$ cat src/rtl/if_id_stage.sv
// IF/ID pipeline register with load-use hazard detection and branch resolution.
// A taken branch redirects fetch in the same cycle. The instruction fetched
// while the branch sits in ID is a delay slot and is always kept.
module if_id_stage #(
    parameter logic [4:0] ZERO_REG = 5'd31
) (
    input  logic        clk,
    input  logic        reset,
    input  logic [63:0] if_pc,
    input  logic [31:0] if_instr,
    input  logic        reg_zero,
    input  logic        flag_n,
    input  logic        flag_v,
    input  logic        ex_mem_read,
    input  logic [4:0]  ex_rd,
    output logic [63:0] id_pc,
    output logic [31:0] id_instr,
    output logic        id_valid,
    output logic [63:0] br_pc,
    output logic        br_taken,
    output logic        pc_en,
    output logic        id_bubble
);

    // Decoded class of the instruction currently in ID
    typedef struct packed {
        logic b;
        logic cbz;
        logic blt;
        logic stur;
    } dec_t;

    dec_t        dec;
    logic        stall;
    logic [4:0]  rn, rm, rt;
    logic [63:0] off_b, off_cb;

    // IF/ID register; a stall freezes it so the load-use consumer retries next cycle
    always_ff @(posedge clk or posedge reset) begin
        if (reset) begin
            id_pc    <= 64'h0;
            id_instr <= 32'h0;
            id_valid <= 1'b0;
        end else if (!stall) begin
            id_pc    <= if_pc;
            id_instr <= if_instr;
            id_valid <= 1'b1;
        end
    end

    assign rn = id_instr[9:5];
    assign rm = id_instr[20:16];
    assign rt = id_instr[4:0];

    // Opcode decode for the control-flow and store forms that matter here
    always_comb begin
        dec      = '0;
        dec.b    = (id_instr[31:26] == 6'b000101);
        dec.cbz  = (id_instr[31:24] == 8'b10110100);
        dec.blt  = (id_instr[31:24] == 8'b01010100) && (rt == 5'b01011);
        dec.stur = (id_instr[31:21] == 11'b11111000000);
    end

    // Load-use hazard: Rt is a source only for CBZ and STUR. The zero register
    // never creates a dependency. One bubble is always enough because the
    // bubble itself clears ex_mem_read the following cycle.
    always_comb begin
        stall = 1'b0;
        if (id_valid && ex_mem_read && (ex_rd != ZERO_REG)) begin
            stall = (ex_rd == rn) || (ex_rd == rm) ||
                    ((dec.cbz || dec.stur) && (ex_rd == rt));
        end
    end

    assign pc_en     = ~stall;
    assign id_bubble = stall | ~id_valid;

    // Sign-extended word offsets; the adds wrap modulo 2^64 by width
    assign off_b  = {{36{id_instr[25]}}, id_instr[25:0], 2'b00};
    assign off_cb = {{43{id_instr[23]}}, id_instr[23:5], 2'b00};

    // Zero-cycle redirect straight into the fetch mux
    always_comb begin
        br_pc    = dec.b ? (id_pc + off_b) : (id_pc + off_cb);
        br_taken = id_valid && !stall &&
                   (dec.b || (dec.cbz && reg_zero) || (dec.blt && (flag_n != flag_v)));
    end

endmodule

$ cat config.mk
export PLATFORM = sky130hd
export DESIGN_NAME = if_id_stage
export DESIGN_NICKNAME = d
export VERILOG_FILES = /design/src/rtl/if_id_stage.sv
export SDC_FILE = /design/constraint.sdc
export NUM_CORES = 1
export LEC_CHECK = 0
export BUFFER_PORTS_ARGS = -buffer_cell sky130_fd_sc_hd__buf_2
export CAP_MARGIN = 20
export CORE_ASPECT_RATIO = 0.7
export CORE_MARGIN = 2
export CORE_UTILIZATION = 45
export DETAILED_ROUTE_END_ITERATION = 12
export PLACE_DENSITY = 0.73
export SLEW_MARGIN = 25
export SYNTH_ARGS = -nofsm -noshare
export SYNTH_HDL_FRONTEND = slang
export SYNTH_SLANG_ARGS = --single-unit
export TNS_END_PERCENT = 5
$ cat constraint.sdc
create_clock -name clk -period 6.2 [get_ports clk]
set_input_delay 1.24 -clock clk [delete_from_list [all_inputs] [get_ports clk]]
set_output_delay 1.24 -clock clk [all_outputs]
set_load 0.02 [all_outputs]
==> results of run 1 <==
[registers in the layout (all words and copies together), names as in the netlist]
| signal | flops |
|---|---|
| id_valid | 1 |
| id_pc | 64 |
| id_instr | 32 |
[through the flow]
| step | total power [mW] | util [%] | cell area, um2 | setup slack, ps | hold slack (ps) |
|---|---|---|---|---|---|
| after floorplan | 1.43 | - | 7940 | 631 | 657 |
| after global placement | 1.76 | 55.1 | 9490 | 663 | 507 |
| after detailed placement | 1.76 | 55.1 | 9490 | 607 | 516 |
| after CTS | 2.33 | 56.8 | 9790 | 180 | 546 |
| after global routing | 2.47 | 57.2 | 9840 | -7.55 | 564 |
| final | 2.33 | 57.2 | 9840 | 367 | 540 |
[cell type report]
type                    count  area, um2
clock buffers               9        225
flip-flops and latches     97       2430
inverters                  12       47.5
repair buffers            276       1410
well taps                 231        289
clock inverters             7       70.1
multi-input cells         710       5370
fillers                  1541       7380
[critical path: stages, from the launching register on]
cell      delay (ps)
dfrtp_1          400
nand2b_1         170
nor2_1           160
nand2_1           90
buf_4            200
nand2_1           80
nand2_1           60
ha_1             210
fa_1             450
a211oi_1         360
o21ai_1          240
nand4_1          200
a31oi_2          140
o311ai_0         360
nand2_1          250
nor3_4           320
o21ai_0          150
xor2_1           180
buf_2            190
[routing by layer]
layer,wire length [um],track usage (%),up-vias
met1,11900,38.7,3613
met4,323,5.72,0
met3,2040,6.28,24
met2,9960,35.6,312
met5,0,0,-
li1,-,-,3672
[power by group]
group	switching (mW)	total, mW	internal [mW]
clock network	0.280	0.565	0.285
registers	0.0476	0.718	0.671
logic	0.660	1.05	0.390
[cells by family after synthesis]
logic type / count (synthesis) / synth area share, %
and+or+nand+nor: 243 / 14.6
AOI/OAI and AO/OA: 229 / 19.6
DFF: 97 / 30.6
muxes: 96 / 13.6
xor gates and xnor gates: 73 / 8.05
adders and majority gates: 68 / 10.8
buffers and inverters: 50 / 2.65
other: 1 / 0.0472
[repair_timing]
item	4_1_cts	5_1_grt
endpoints found under the setup margin	0	15
endpoints found under the hold margin	0	0
gates resized for setup	0	12
[synth_stat cells (3+ instances only)]
master      n  area (um2)
nand2b_1    8        50.1
a21oi_1    70         350
dfrtp_1    97        2430
nand2_1   111         417
mux2_2     96        1080
a211oi_1    9        67.6
nor2b_1     4        25.0
nand4_1    18         113
xnor2_1    42         368
inv_1      12        45.0
and3_1      6        37.5
buf_4       3        22.5
nor4_1      4        25.0
o21bai_1    9        67.6
o21ai_1     3        15.0
and4_1      4        35.0
xor2_1     31         272
nor2_1     32         120
clkbuf_1   25        93.8
o31ai_1     4        30.0
and2_1      7        43.8
o21ai_0    33         165
a21o_1     39         293
buf_2       8        40.0
nand3_1    22         110
o41ai_1     5        43.8
a221oi_2    3        45.0
a31oi_1    12        75.1
o21a_1      7        52.6
ha_1       67         838
nor3_1     13        65.1
[worst max path at each step]
stage	from	to	slack [ps]	cells past startpoint
after floorplan	id_instr[27]	br_pc[60]	630	18
after global placement	id_instr[29]	br_pc[32]	660	16
after CTS	id_instr[27]	br_pc[54]	180	17
after detailed placement	id_instr[27]	br_pc[32]	610	17
final	id_instr[27]	br_pc[54]	370	18
after global routing	id_instr[27]	br_pc[60]	-8	18
==> results.cfg, run 1 <==
[cts]
insertion_delay_ps = 360
cts_tree = done
post_cts_buffers = 0
ctsHoldBuffers = 0
clock_sinks = 97
htreeDepth = 3
cts_buffers = 9
clk_pin_slew_ps = 80
cts_buffer_depth = 2
cts_root_buf = clkbuf_16

[power]
powerDensity_nw_per_um2 = 237
p_leak_nw = 4.72
vdd_drop_max_v = 0.000122

[min_path]
hold_path_end = id_pc[1]
hold_class = reg -> reg
hp-start = id_pc[1]
hold_depth = 1

[routing]
routedWlPerCell_um = 18.0
via_per_inst = 5.68
drt_first_iter_violations = 470
ant_nets = 0
first_pass_iters = 5
drc_errors = 0
routed_wl_um = 24200
num_vias = 7621

[critical_path]
cp-end-kind = output pin
reg2regPathDepth = 7
r2r_setup_slack_ps = 3190
cp_max_fo = 18
path_class = reg -> out
reg2reg_from = id_instr[22]
start_kind = flop
r2r-end = id_pc[38]
worstPathRequired_ps = 4960
arrival_ps = 4590

[synth]
syn-mean-instance-area_um2 = 9.26
synth_fp_nets = 1032
syn_inst = 857
syn-cell-area_um2 = 7940
synth-edff-count = 0
yosysSeqAreaShare_pct = 30.6
synth_warnings = 0
ys_types = 74
ys_ff_latch = 97
synth_top_flop_cell = dfrtp_1
synthArstFlopShare_pct = 100

[timing]
drv_slew = 0
fmax_ghz = 0.171
slew_headroom_pct = 50.2
finalHoldViolCount = 0
fin_crit_ps = 5830
finalClockSkew_ps = 13.8
worst_slew_pin_slew_ps = 746
post-route-period-util_pct = 94.1
setup_tns_ps = 0
setup_viol = 0

[global_route]
grt_pass1_vias = 6845
grt_pass1_wl_um = 37100
antenna_found_initial = 0
grt_max_degree = 59
grtUsageTotal_pct = 25.3
grt_overflow_total = 0

[cells_and_area]
syn2layout_area_growth_pct = 24.0
final_common_cell = buf_2
final_cell_count_no_fill = 1342
antenna_cells = 0
drive_above_1_share_pct = 37.9
nets = 1281
layout_common_cells = 270 x buf_2, 111 x nand2_1, 97 x dfrtp_1

[floorplanning]
core_area_um2 = 17200
die_w_um = 163
rows = 40
fp.dieH_um = 115
boundaryPins = 271
initial_core_util_pct = 46.1
dieArea_um2 = 18700

[run]
maxCapViolCount = 0

[placement]
hpwl_um = 19400
io_buffers = 270
gp_congestion = 0.951
dp.cells = 1326

[run_status]
outcome = finished clean
No activity file was read; power rests on OpenSTA's default activity.
==> inputs of run 2 (changes only) <==
--- a/config.mk
+++ b/config.mk
@@ -8,10 +8,8 @@
 export BUFFER_PORTS_ARGS = -buffer_cell sky130_fd_sc_hd__buf_2
 export CAP_MARGIN = 20
 export CORE_ASPECT_RATIO = 0.7
-export CORE_MARGIN = 2
-export CORE_UTILIZATION = 45
+export CORE_UTILIZATION = 35
 export DETAILED_ROUTE_END_ITERATION = 12
-export PLACE_DENSITY = 0.73
 export SLEW_MARGIN = 25
 export SYNTH_ARGS = -nofsm -noshare
 export SYNTH_HDL_FRONTEND = slang
==> run 2 against run 1 <==
Against the previous run: maximum frequency is 0.77% lower; worst hold slack hardly changed; wire length is 5.3% higher; sequential share of layout area is 0.24 points lower; clock power is 2% higher; utilization is 12 points lower; largest cell class unchanged; sequential cell count stayed put; power is 0.76% higher; via count is 1.1% lower.
==> results.cfg, run 2 (synthesis gave the netlist of run 1 again) <==
[run_status]
outcome = finished clean

[placement]
dpl_cell_area_um2 = 9550
io_buffers = 270
gp_congestion = 0.938
dp.cells = 1378
hpwl_um = 20700

[cells_and_area]
utilization_pct = 45.2
ff_latch_area_um2 = 2430
drive_above_1_share_pct = 38.1
final_common_cell = buf_2
final_cell_count_no_fill = 1397
syn2layout_area_growth_pct = 25.2
largest_reg_flops = 64
largest_register = id_pc
layout_common_cells = 270 x buf_2, 111 x nand2_1, 97 x dfrtp_1
nets = 1287
reg.largest.list = id_pc (64), id_instr (32), id_valid (1)
n_fill_cell = 2199
multi_input_comb_area_um2 = 5370
stdcell_area_um2 = 9930
antenna_cells = 0

[critical_path]
cp_slowest_cell = o41ai_1
start_kind = flop
cp_max_fo = 24
worstPathRequired_ps = 4960
cp-end-kind = output pin
crit_chain = nor3b_2 -> and2_1 -> buf_4 -> nand2_1 -> nand2_1 -> ha_1 -> fa_1 -> a211oi_1 -> o21ai_1 -> nand2_1 -> o21ai_1 -> a311oi_2 -> o21ai_2 -> nand2_1 -> o41ai_1 -> xor2_1 -> buf_2
cpPeakStageDelay_ps = 480
path_buf_inv = 2
path_class = reg -> out
arrival_ps = 4640
cp_top_family = compound AO/OA/AOI/OAI gates
cp_common_cell = nand2_1

[global_route]
grtUsageTotal_pct = 22.0
grt_overflow_total = 0
grt_pass1_vias = 6985
antenna_found_initial = 0
grt_pass1_wl_um = 39500
grt_max_degree = 56

[timing]
slew_headroom_pct = 50.4
finalHoldViolCount = 0
finalClockSkew_ps = 15.1
worst_slew_pin_slew_ps = 745
post-route-period-util_pct = 94.8
fin_crit_ps = 5880
fmax_ghz = 0.170
hold_ws_ps = 540
drv_slew = 0
setup_viol = 0

[routing]
routedWlPerCell_um = 18.2
num_vias = 7538
first_pass_iters = 5
drc_errors = 0
ant_nets = 0
routed_wl_um = 25500
via_per_inst = 5.40
drt_first_iter_violations = 596

[floorplanning]
boundaryPins = 271
core_area_um2 = 22000
dieArea_um2 = 23300
initial_core_util_pct = 36.1
die_w_um = 182
rows = 45
fp.dieH_um = 128

[power]
p_leak_nw = 4.73
power_mw = 2.35
powerDensity_nw_per_um2 = 237
vdd_drop_max_v = 0.000129

[cts]
insertion_delay_ps = 360
ctsHoldBuffers = 0
clk_pin_slew_ps = 70
htreeDepth = 3
cts_buffers = 9
cts_tree = done
clock_sinks = 97
cts_root_buf = clkbuf_16
cts_buffer_depth = 2

[min_path]
hold_class = reg -> reg

[run]
maxCapViolCount = 0
run 2: cell count changes in the layout (fill, tap and decap cells not counted), moves of 2 or more:
cell	before	now
and2_1	6	8
buf_4	5	12
clkinvlp_4	0	3
inv_8	2	0
nor3_1	13	11
nor3_2	1	3
run 2: path summary, 6_finish.rpt:
| path | startpoint | end | slack, ps | cells past startpoint |
|---|---|---|---|---|
| worst max-delay path | id_instr[29] | br_pc[32] | 320 | 17 |
| worst min-delay path | id_pc[0] | id_pc[0] | 540 | 1 |
| worst max register to register | id_instr[22] | id_pc[29] | 3040 | 7 |
| worst min register to register | id_pc[0] | id_pc[0] | 540 | 1 |
| max in group asynchronous | reset | id_pc[20] | 4130 | 3 |
| min in group asynchronous | reset | id_instr[26] | 960 | 2 |
run 2: layout make-up:
type | count | share of cell area, %
clock inverters | 4 | 0.542
clock buffers | 10 | 2.41
inverters | 12 | 0.516
flip-flops and latches | 97 | 24.4
multi-input cells | 710 | 54.0
well taps | 282 | 3.55
repair buffers | 282 | 14.5
run 2: timing repair:
action,in CTS,in global routing
setup buffers,4,1
pin swaps,0,1
endpoints found under the setup margin,1,23
resized for setup,1,13
cloned,0,0
run 2: power breakdown:
part           internal [mW]  total (mW)  leakage [nW]  switching [mW]
Combinational          0.391        1.06          3.47           0.666
Sequential             0.671       0.719          1.13          0.0481
Clock                  0.321       0.575         0.137           0.254
run 2: routing by layer:
metal	up-vias	global-route usage, %	wire, um	part of all wire [%]
li1	3688	-	-	-
met1	3538	34.0	13400	53
met2	293	29.9	10000	39
met3	19	5.34	1750	6.9
met4	0	5.19	317	1.2
met5	-	0	0	0
run 2: per-stage QoR:
stage                     setup slack (ps)  setup TNS [ps]
after CTS                             34.5               0
after global routing                 -4.43           -4.43
after floorplan                        631               0
after detailed placement               420               0
final                                  322               0
after global placement                 384               0
==> inputs of run 3 (changes only) <==
--- a/config.mk
+++ b/config.mk
@@ -10,6 +10,7 @@
 export CORE_ASPECT_RATIO = 0.7
 export CORE_UTILIZATION = 35
 export DETAILED_ROUTE_END_ITERATION = 12
+export GPL_TIMING_DRIVEN = 0
 export SLEW_MARGIN = 25
 export SYNTH_ARGS = -nofsm -noshare
 export SYNTH_HDL_FRONTEND = slang
==> constraint.sdc (replaced) <==
create_clock -name clk -period 6.2 [get_ports clk]
set_input_delay 0.93 -clock clk [delete_from_list [all_inputs] [get_ports clk]]
set_output_delay 0.93 -clock clk [all_outputs]
set_load 0.02 [all_outputs]
==> run 3 against run 2 <==
Against the previous run: global-route usage is 0.58 points higher; maximum frequency fell by 2.0%; non-clock buffer count increased by 26; final cell count rose by 2.0%; first-iteration DRC count is 1.7% higher; utilization is 0.49 points higher; die area is the same; clock-buffer cell count is the same.
==> results.cfg, run 3 (synthesis gave the netlist of run 1 again) <==
[cts]
cts_tree = done
cts_buffer_depth = 2
cts_buffers = 9
htreeDepth = 3
cts_root_buf = clkbuf_16
ctsHoldBuffers = 0
insertion_delay_ps = 370
clock_sinks = 97
clk_pin_slew_ps = 80

[power]
vdd_drop_max_v = 0.000157
p_int_mw = 1.35
power_frac_seq_pct = 30.8
p_leak_nw = 4.80
clock_power_share_pct = 24.1
switchingPower_mw = 0.983
comb_power_share_pct = 45.1
swShare_pct = 42.1
powerDensity_nw_per_um2 = 232

[cells_and_area]
drive_above_1_share_pct = 37.5
final_cell_count_no_fill = 1425
n_fill_cell = 2161
syn2layout_area_growth_pct = 26.5
ff_latch_area_um2 = 2430
final_common_cell = buf_2
layout_common_cells = 278 x buf_2, 110 x nand2_1, 97 x dfrtp_1
multi_input_comb_area_um2 = 5380
largest_reg_flops = 64
largest_register = id_pc
nets = 1313
reg.largest.list = id_pc (64), id_instr (32), id_valid (1)
antenna_cells = 0

[critical_path]
cp_common_cell = nand2_1
cp_slowest_cell = a211oi_1
start_kind = flop
cp_max_fo = 10
path_class = reg -> out
arrival_ps = 5070
worstPathRequired_ps = 5270
cp-end-kind = output pin
crit_chain = nor3b_2 -> and2_1 -> clkbuf_2 -> nand2_1 -> nand2_1 -> ha_1 -> buf_2 -> a211oi_1 -> o21ai_0 -> a211oi_1 -> nor3_2 -> o311ai_0 -> nand2_1 -> nor3_4 -> o21ai_0 -> xor2_1 -> buf_2
cpPeakStageDelay_ps = 480

[routing]
wl_met3_um = 2020
via_per_inst = 5.43
routedWlPerCell_um = 18.2
drt_first_iter_violations = 606
wl_met1_um = 13400
ant_nets = 0
num_vias = 7732
met2_length_um = 10300
top_layer_used = met4
first_pass_iters = 5
drc_errors = 0
routed_wl_um = 25900

[timing]
worst_slew_pin_slew_ps = 1010
slew_headroom_pct = 32.9
rsz0062_at_grt = yes
setup_tns_ps = 0
hold_ws_ps = 544
fin_crit_ps = 6000
finalHoldViolCount = 0
setup_viol = 0
post-route-period-util_pct = 96.7
finalClockSkew_ps = 13.3
fmax_ghz = 0.167
drv_slew = 0

[placement]
gp_congestion = 0.925
hpwl_um = 21000
dp.cells = 1410
io_buffers = 270

[floorplanning]
die_w_um = 182
initial_core_util_pct = 36.1
dieArea_um2 = 23300
boundaryPins = 271
fp.dieH_um = 128
core_area_um2 = 22000
rows = 45

[global_route]
antenna_found_initial = 0
grtUsageTotal_pct = 22.5
grt_pass1_wl_um = 40600
grt_max_degree = 51
grt_pass1_vias = 7161
grt_overflow_total = 0

[run]
maxCapViolCount = 0

[run_status]
outcome = finished clean

[min_path]
hold_class = reg -> reg
## run 3: critical path, delay by kind of cell (launching register included)
family	cells	cell delay (ps)
and+or+nand+nor	7	1710
buffers and inverters	3	680
xor gates and xnor gates	1	160
adders and majority gates	1	250
AOI/OAI and AO/OA	5	1440
DFF	1	440
## run 3: timing repair
item | CTS | global route
pin swaps | 0 | 1
gates resized for setup | 6 | 15
setup endpoints to repair | 17 | 25
buffers inserted | 0 | 0
## run 3: power by group through the flow
| stage | clock network, mW | logic, mW | registers (mW) |
|---|---|---|---|
| final | 0.563 | 1.05 | 0.719 |
| after global routing | 0.606 | 1.15 | 0.725 |
| after CTS | 0.584 | 1.04 | 0.719 |
| after detailed placement | 0 | 1.04 | 0.731 |
| after global placement | 0 | 1.03 | 0.730 |
| after floorplan | 0 | 0.666 | 0.764 |
## run 3: metrics by stage
stage	power, mW	utilization [%]	cell area [um2]	setup slack, ps
global placement	1.76	43.9	9640	-636
floorplan	1.43	-	7940	941
global route	2.48	45.7	10000	-157
CTS	2.35	45.5	9990	30.8
finish	2.33	45.7	10000	202
detailed placement	1.77	44.1	9670	-209
## run 3: final timing paths
check	start	endpoint	slack (ps)	cells after the start
worst max register to register	id_instr[21]	id_pc[59]	2980	7
max in group asynchronous	reset	id_pc[30]	4990	3
worst min register to register	id_pc[46]	id_pc[46]	540	1
worst max-delay path	id_instr[31]	br_pc[54]	200	17
worst min-delay path	id_pc[46]	id_pc[46]	540	1
min in group asynchronous	reset	id_instr[29]	580	2
## run 3: final cells by class
type	instances	share of cell area, %
tap	282	3.51
inverter	12	0.548
multi-input combinational	710	53.5
sequential	97	24.2
timing repair buffer	271	13.7
clock inverter	6	0.486
clock buffer	10	2.38
buffer	37	1.64
## run 3: routing by layer
layer | vias to the layer above | track usage [%]
li1 | 3741 | -
met1 | 3677 | 34.9
met2 | 302 | 31.1
met3 | 12 | 5.68
met4 | 0 | 4.05
met5 | - | 0
